$ cat src/rtl/lsf_histogram_accum_if.sv
// Bin-index AXI-stream carried into the LSF histogram accumulator.
//   bin_tdata  : bin word, MSB = invalid flag, lower bits = bin index
//   bin_tvalid : bin word valid (driven by the producer)
//   bin_tready : accept (driven by the accumulator)
// master = producer side, slave = accumulator side.
interface lsf_histogram_accum_if #(
  parameter int unsigned BIN_W = 8
) ();
  logic [BIN_W-1:0] bin_tdata;
  logic             bin_tvalid;
  logic             bin_tready;

  modport master (
    output bin_tdata,
    output bin_tvalid,
    input  bin_tready
  );

  modport slave (
    input  bin_tdata,
    input  bin_tvalid,
    output bin_tready
  );
endinterface

$ cat src/rtl/lsf_histogram_accum.sv
// R-bin histogram accumulator for the LSF segment finder.
// Counts hits per bin from a stream of bin indices, tracks the running maximum and reports the
// winning bin once per event. Bins are zeroed by a one-bin-per-cycle clear sweep.
// Ports:
//   clk, rst_n     clock, asynchronous active-low reset
//   bin_if         slave stream of bin words (tdata/tvalid in, tready out)
//   enable         global stall; low freezes pipeline, sweep and FSM
//   event_done     end-of-event pulse (honoured in ACCUM only)
//   clear_req      abort and restart the clear sweep
//   clear_busy     clear sweep in progress
//   max_bin/count  running maximum, max_vld pulses on each update
//   result_*       per-event winner, result_vld pulses once per event
module lsf_histogram_accum #(
  parameter int unsigned NBINS      = 128,
  parameter int unsigned BIN_W      = 8,
  parameter int unsigned CNT_W      = 4,
  parameter bit          AUTO_CLEAR = 1'b1
) (
  input  logic                   clk,
  input  logic                   rst_n,
  lsf_histogram_accum_if.slave   bin_if,
  input  logic                   enable,
  input  logic                   event_done,
  input  logic                   clear_req,
  output logic                   clear_busy,
  output logic [BIN_W-2:0]       max_bin,
  output logic [CNT_W-1:0]       max_count,
  output logic                   max_vld,
  output logic                   result_vld,
  output logic [BIN_W-2:0]       result_bin,
  output logic [CNT_W-1:0]       result_count
);

  localparam int unsigned AW = (NBINS > 1) ? $clog2(NBINS) : 1;
  localparam logic [CNT_W-1:0] CntMax = '1;

  typedef enum logic [1:0] {StClear, StAccum, StDrain, StReport} state_e;

  state_e           state_q, state_d;
  logic [AW-1:0]    clr_addr_q, clr_addr_d;
  logic             s1_vld_q, s1_vld_d;
  logic [AW-1:0]    s1_idx_q, s1_idx_d;
  logic             s2_vld_q, s2_vld_d;
  logic [AW-1:0]    s2_idx_q, s2_idx_d;
  logic [CNT_W-1:0] s2_cnt_q, s2_cnt_d;
  logic [BIN_W-2:0] max_bin_q, max_bin_d;
  logic [CNT_W-1:0] max_count_q, max_count_d;
  logic             max_vld_q, max_vld_d;

  logic [CNT_W-1:0] mem [NBINS];

  logic [BIN_W-2:0] beat_idx;
  logic             beat_ok;
  logic             accept;
  logic [CNT_W-1:0] s3_cnt;
  logic             s3_bump;
  logic             s3_we;
  logic [CNT_W-1:0] rd_fwd;

  assign beat_idx = bin_if.bin_tdata[BIN_W-2:0];
  assign beat_ok  = ~bin_if.bin_tdata[BIN_W-1] && (32'(beat_idx) < NBINS);
  assign accept   = (state_q == StAccum) && enable && bin_if.bin_tvalid;

  // S3: saturating increment; a saturated re-hit never moves the running max.
  assign s3_cnt  = (s2_cnt_q == CntMax) ? CntMax : s2_cnt_q + CNT_W'(1);
  assign s3_bump = s2_vld_q && (s2_cnt_q != CntMax) && (s3_cnt > max_count_q);
  assign s3_we   = enable && s2_vld_q && !clear_req;

  // S2 read: the S3 write lands on the same edge, so forward it when the indices collide.
  // Writes from earlier edges are already visible in the array.
  assign rd_fwd = (s2_vld_q && (s2_idx_q == s1_idx_q)) ? s3_cnt : mem[s1_idx_q];

  always_comb begin
    state_d     = state_q;
    clr_addr_d  = clr_addr_q;
    s1_vld_d    = s1_vld_q;
    s1_idx_d    = s1_idx_q;
    s2_vld_d    = s2_vld_q;
    s2_idx_d    = s2_idx_q;
    s2_cnt_d    = s2_cnt_q;
    max_bin_d   = max_bin_q;
    max_count_d = max_count_q;
    max_vld_d   = 1'b0;

    if (enable) begin
      s1_vld_d = accept && beat_ok;
      s1_idx_d = beat_idx[AW-1:0];
      s2_vld_d = s1_vld_q;
      s2_idx_d = s1_idx_q;
      s2_cnt_d = rd_fwd;

      if (s3_bump) begin
        max_bin_d   = (BIN_W-1)'(s2_idx_q);
        max_count_d = s3_cnt;
        max_vld_d   = 1'b1;
      end

      unique case (state_q)
        StClear: begin
          max_bin_d   = '0;
          max_count_d = '0;
          clr_addr_d  = clr_addr_q + AW'(1);
          if (clr_addr_q == AW'(NBINS - 1)) begin
            clr_addr_d = '0;
            state_d    = StAccum;
          end
        end
        StAccum: begin
          if (event_done) state_d = StDrain;
        end
        StDrain: begin
          if (!s1_vld_q && !s2_vld_q) state_d = StReport;
        end
        StReport: begin
          if (AUTO_CLEAR) begin
            state_d = StClear;
          end else begin
            state_d     = StAccum;
            max_bin_d   = '0;
            max_count_d = '0;
          end
        end
        default: state_d = StClear;
      endcase

      // Abort: flush in-flight beats and restart the sweep from bin 0.
      if (clear_req) begin
        state_d     = StClear;
        clr_addr_d  = '0;
        s1_vld_d    = 1'b0;
        s2_vld_d    = 1'b0;
        max_bin_d   = '0;
        max_count_d = '0;
        max_vld_d   = 1'b0;
      end
    end
  end

  always_ff @(posedge clk or negedge rst_n) begin
    if (!rst_n) begin
      state_q     <= StClear;
      clr_addr_q  <= '0;
      s1_vld_q    <= 1'b0;
      s1_idx_q    <= '0;
      s2_vld_q    <= 1'b0;
      s2_idx_q    <= '0;
      s2_cnt_q    <= '0;
      max_bin_q   <= '0;
      max_count_q <= '0;
      max_vld_q   <= 1'b0;
    end else begin
      state_q     <= state_d;
      clr_addr_q  <= clr_addr_d;
      s1_vld_q    <= s1_vld_d;
      s1_idx_q    <= s1_idx_d;
      s2_vld_q    <= s2_vld_d;
      s2_idx_q    <= s2_idx_d;
      s2_cnt_q    <= s2_cnt_d;
      max_bin_q   <= max_bin_d;
      max_count_q <= max_count_d;
      max_vld_q   <= max_vld_d;
    end
  end

  // Bin storage has no reset; the sweep zeroes it.
  always_ff @(posedge clk) begin
    if (enable && (state_q == StClear)) begin
      mem[clr_addr_q] <= '0;
    end else if (s3_we) begin
      mem[s2_idx_q] <= s3_cnt;
    end
  end

  assign bin_if.bin_tready = (state_q == StAccum) && enable;
  assign clear_busy        = (state_q == StClear);
  assign max_bin           = max_bin_q;
  assign max_count         = max_count_q;
  assign max_vld           = max_vld_q && enable;
  assign result_vld        = (state_q == StReport) && enable && !clear_req;
  assign result_bin        = max_bin_q;
  assign result_count      = max_count_q;

endmodule
$ cat src/flat_wrapper.sv
// flat-port wrapper written by rule: the top's interface ports become plain ports
module lsf_histogram_accum_flat 
#(
  parameter int unsigned NBINS      = 128,
  parameter int unsigned BIN_W      = 8,
  parameter int unsigned CNT_W      = 4,
  parameter bit          AUTO_CLEAR = 1'b1
)
  (clk, rst_n, enable, event_done, clear_req, clear_busy, max_bin, max_count, max_vld, result_vld, result_bin, result_count, bin_if_bin_tdata, bin_if_bin_tvalid, bin_if_bin_tready);
  lsf_histogram_accum_if #(.BIN_W(BIN_W)) bin_if_i ();
  input  logic clk;
  input  logic rst_n;
  input  logic enable;
  input  logic event_done;
  input  logic clear_req;
  output logic clear_busy;
  output logic [BIN_W-2:0] max_bin;
  output logic [CNT_W-1:0] max_count;
  output logic max_vld;
  output logic result_vld;
  output logic [BIN_W-2:0] result_bin;
  output logic [CNT_W-1:0] result_count;
  input wire logic [$bits(bin_if_i.bin_tdata)-1:0] bin_if_bin_tdata;
  input wire logic [$bits(bin_if_i.bin_tvalid)-1:0] bin_if_bin_tvalid;
  output wire logic [$bits(bin_if_i.bin_tready)-1:0] bin_if_bin_tready;
  assign bin_if_i.bin_tdata = bin_if_bin_tdata;
  assign bin_if_i.bin_tvalid = bin_if_bin_tvalid;
  assign bin_if_bin_tready = bin_if_i.bin_tready;
  lsf_histogram_accum #(.NBINS(NBINS), .BIN_W(BIN_W), .CNT_W(CNT_W), .AUTO_CLEAR(AUTO_CLEAR)) u_core (.clk(clk), .rst_n(rst_n), .bin_if(bin_if_i), .enable(enable), .event_done(event_done), .clear_req(clear_req), .clear_busy(clear_busy), .max_bin(max_bin), .max_count(max_count), .max_vld(max_vld), .result_vld(result_vld), .result_bin(result_bin), .result_count(result_count));
endmodule
$ cat config.mk
export PLATFORM = sky130hd
export DESIGN_NAME = lsf_histogram_accum_flat
export DESIGN_NICKNAME = d
export VERILOG_FILES = /design/src/rtl/lsf_histogram_accum_if.sv /design/src/rtl/lsf_histogram_accum.sv /design/src/flat_wrapper.sv
export SDC_FILE = /design/constraint.sdc
export NUM_CORES = 1
export LEC_CHECK = 0
export CAP_MARGIN = 0
export CORE_MARGIN = 5
export CORE_UTILIZATION = 45
export CTS_BUF_LIST = sky130_fd_sc_hd__clkbuf_4 sky130_fd_sc_hd__clkbuf_8 sky130_fd_sc_hd__clkbuf_16
export DETAILED_ROUTE_END_ITERATION = 10
export PLACE_DENSITY = 0.73
export RECOVER_POWER = 25
export SLEW_MARGIN = 25
export SYNTH_ARGS = -nofsm -noshare
export SYNTH_HDL_FRONTEND = slang
export SYNTH_SLANG_ARGS = --single-unit
$ cat constraint.sdc
create_clock -name clk -period 4.9 [get_ports clk]
set_input_delay 0.49 -clock clk [delete_from_list [all_inputs] [get_ports clk]]
set_output_delay 0.49 -clock clk [all_outputs]
set_load 0.005 [all_outputs]
==> impl_metrics.tcl <==
set metrics [dict create \
    number_of_instances_in_the_synthesized_netlist 1342 \
    die_width_um 236 \
    via_count_of_the_first_global_routing_pass 12800 \
    synth-async-reset-ratio_pct 7.41 \
    global_route_wire_length_before_repair_um 84900 \
    final-max-slew-violation-count 241 \
    syn_area_per_cell_um2 17.1 \
    placedCellCount 1998 \
    timing.critical_path.fanout_max 39 \
    worst_slew_pin_slew_ns 2.21 \
    max-cap-violations 4 \
    outcome "finished, violations left" \
    clkLatencyLatePin_ns 0.59 \
    slowest_stage "sky130_fd_sc_hd__dfrtp_1" \
    peakVddDrop_mv 0.257 \
    yosysWarnings 0 \
    cp.arrival_ns 4.67 \
    min_to "u_core.s1_vld_q" \
    route.detailed.vias_per_inst 6.18 \
    detailedPlacementHpwl_um 36100 \
    routed_wirelength_um 57300 \
    finish.utilization_pct 51.1 \
    fmaxAchievable_mhz 240 \
    tritoncts "yes" \
    die_y_um 236 \
    worst_setup_hold_path_clk_slew_ns 0.06 \
    detailedRoute.firstIterationViolations 1634 \
    share_comb_of_total_power_pct 9.7 \
    syn_area_um2 22900 \
    final_layout_size_suffix_gt1_share_pct 17.2 \
    critPathCaptureType "flop" \
    regToRegEndpoint "u_core.s2_cnt_q[0]" \
    num-nets-final 1406 \
    timing.critical_path.cells "nand2_1 -> a221oi_1 -> nand2_1 -> a21oi_1 -> nor4bb_1 -> a31oi_1" \
    critical_path.startpoint_type "flop" \
    clock_power_share_pct 39.0 \
    cts_made_buffers 53 \
    netlist.area_leader.share_pct 67.2 \
    worst_slack_ns 0.730 \
    leakage_uw 0.00882 \
    power.sequential.fraction_pct 51.2 \
    grt_overflow 0 \
    post_synth_main_area_contributors "sky130_fd_sc_hd__edfxtp_1 67%, sky130_fd_sc_hd__mux4_2 10%, sky130_fd_sc_hd__dfrtp_1 4.5%" \
    grt_setup_unrepaired "no" \
    final.min_clock_period_ns 4.17 \
    violations "max-capacitance violations, max-slew violations" \
    synth-seq-area-share_pct 71.6 \
    net_switching_power_uw 2490 \
    wire_per_inst_um 27.3 \
    clock_sink_count 553 \
    place.port_buffers 39 \
    ctsRootBufferMaster "sky130_fd_sc_hd__clkbuf_16" \
    hold_buf_count_cts 0 \
    cp_num_buf_inv 0 \
    cts_max_level 2 \
    yosys_most_used_dff "sky130_fd_sc_hd__edfxtp_1" \
    coreArea_um2 50300 \
    regToRegSetupSlack_ns 0.73 \
    timing.slew.headroom_pct -47.2 \
    gp_congestion 0.904 \
    cts_resized 0 \
    design.portCount 40 \
    switching_share_pct 24.1 \
    rows 82 \
    timing_worst_setup_path_type "reg -> reg" \
    final.setup_skew_ns 0.0169 \
    initial_core_util_pct 45.5 \
    grt_util_all_layers_pct 20.2 \
    route.antenna.remaining_nets 0 \
    intPower_uw 7850 \
    timing.reg2reg.worst_path_depth 6 \
    route.detailed.drc 0 \
    worst_ep_required_time_ns 5.40 \
    timing.rr.start "u_core.s1_idx_q[1]" \
    stdcell_count 2096 \
    hold_wc_startpoint "bin_if_bin_tdata[7]" \
    synth_top_area_cell "sky130_fd_sc_hd__edfxtp_1" \
    finalHoldViolCount 0 \
    synth_enable_flop_cells 512 \
    antenna_found_initial 0 \
    pre_cts_ws_ns 0.854 \
    drt_first_pass_iters 8 \
    n_antenna_cell 0 \
    syn_to_final_growth_pct 12.1 \
    timing.final.crit_share_pct 85.1 \
    crit_family "flip-flops" \
    synth_cell_types 61 \
    hold_depth 2 \
    cts.path.max_buffers 3 \
    area_of_the_die_um2 55500 \
    ys_ff_latch 553 \
    post-cts-setup-buffers 0 \
    hp-class "in -> reg" \
    critical-path-top-cell-by-count "sky130_fd_sc_hd__nand2_1" \
    power.density_cell_area_nw_per_um2 403 \
    most-common-layout-cells "512 x sky130_fd_sc_hd__edfxtp_1, 158 x sky130_fd_sc_hd__nor2_1, 102 x sky130_fd_sc_hd__mux4_2, 75 x sky130_fd_sc_hd__nand2_1, 54 x sky130_fd_sc_hd__clkbuf_16" \
    grt_max_degree 129 \
    cp_slowest_stage_delay_ns 1.80 \
    postSynthNetCount 1367 \
    layout.cells.most_common "sky130_fd_sc_hd__edfxtp_1" \
    finalSetupViolations 0 \
    vias 12900 \
]
## registers in the layout (all words and copies together), names as in the netlist
signal / cells
u_core.clr_addr_q: 7
u_core.s1_idx_q: 7
u_core.max_count: 4
u_core.s1_vld_q: 1
u_core.s2_cnt_q: 4
u_core.mem: 512
u_core.max_bin: 7
u_core.max_vld_q: 1
u_core.state_q: 2
u_core.s2_vld_q: 1
u_core.s2_idx_q: 7
## stage by stage
stage                     area, um^2  total power, uW  hold WS, ns  setup TNS, ns
after floorplan                22900             6000        0.194          -8.31
after global placement         24000             6370        0.502              0
after detailed placement       24000             6380        0.508              0
after CTS                      25700            10300       0.0580              0
after global routing           25700            10700        0.466              0
final                          25700            10300        0.471              0
## cell type report
cell class | count | area (um^2)
clock buffers | 69 | 1470
well taps | 672 | 841
repair buffers | 73 | 674
multi-input cells | 685 | 5960
inverters | 15 | 56.3
fillers | 3993 | 24600
flip-flops and latches | 553 | 16400
clock inverters | 29 | 251
## worst max-delay path by stage
stage / startpoint / endpoint / slack [ns] / cells past startpoint
4_1_cts: u_core.state_q[0] / u_core.mem[48][1] / 1.23 / 8
6_report: u_core.s1_idx_q[1] / u_core.s2_cnt_q[0] / 0.73 / 6
3_3_place_gp: enable / u_core.mem[38][0] / 0.80 / 6
5_1_grt: u_core.s1_idx_q[1] / u_core.s2_cnt_q[0] / 0.65 / 6
3_5_place_dp: clear_req / u_core.mem[48][1] / 0.85 / 7
2_1_floorplan: u_core.state_q[0] / u_core.mem[0][0] / -0.03 / 6
## power by group through the flow
stage	Sequential [uW]	Combinational, uW	Clock [uW]
floorplan	5300	703	0
global placement	5390	971	0
global route	5310	1060	4290
CTS	5300	992	4060
detailed placement	5400	983	0
finish	5300	1000	4040
## cells in the mapped netlist, drive strengths merged, types with 3 or more instances
| master | instances |
|---|---|
| mux2 | 17 |
| clkbuf | 33 |
| nor2b | 13 |
| mux2i | 52 |
| nor2 | 159 |
| nand3b | 8 |
| or3 | 7 |
| and2 | 11 |
| o31ai | 7 |
| nand2 | 75 |
| a31oi | 5 |
| nand4 | 4 |
| and3 | 5 |
| o21ai | 37 |
| nor3 | 7 |
| dfrtp | 41 |
| nand3 | 25 |
| a221oi | 10 |
| o221ai | 4 |
| clkinv | 3 |
| a22o | 11 |
| a21oi | 14 |
| a211oi | 9 |
| o21a | 4 |
| ha | 11 |
| a2111oi | 6 |
| mux4 | 107 |
| buf | 56 |
| o22ai | 11 |
| edfxtp | 512 |
| o2111ai | 3 |
| a22oi | 7 |
| nand2b | 13 |
| xnor2 | 7 |
| nor4 | 4 |
| inv | 12 |
## per-layer routing
layer	wire length [um]	track usage, %	vias to the layer above
met5	0	0	-
met1	22500	28.1	6618
met3	5820	4.45	134
li1	-	-	5376
met4	2450	8.20	0
met2	26500	31.3	820
## cell families after synthesis
| kind of cell | share of synthesized area, % |
|---|---|
| compound gates | 4.61 |
| mux | 13.7 |
| simple gates | 6.68 |
| flops | 71.6 |
| fa+ha+maj | 0.601 |
| xor+xnor | 0.268 |
| buf+inv | 2.48 |
Power figures use the tool's default switching activity.
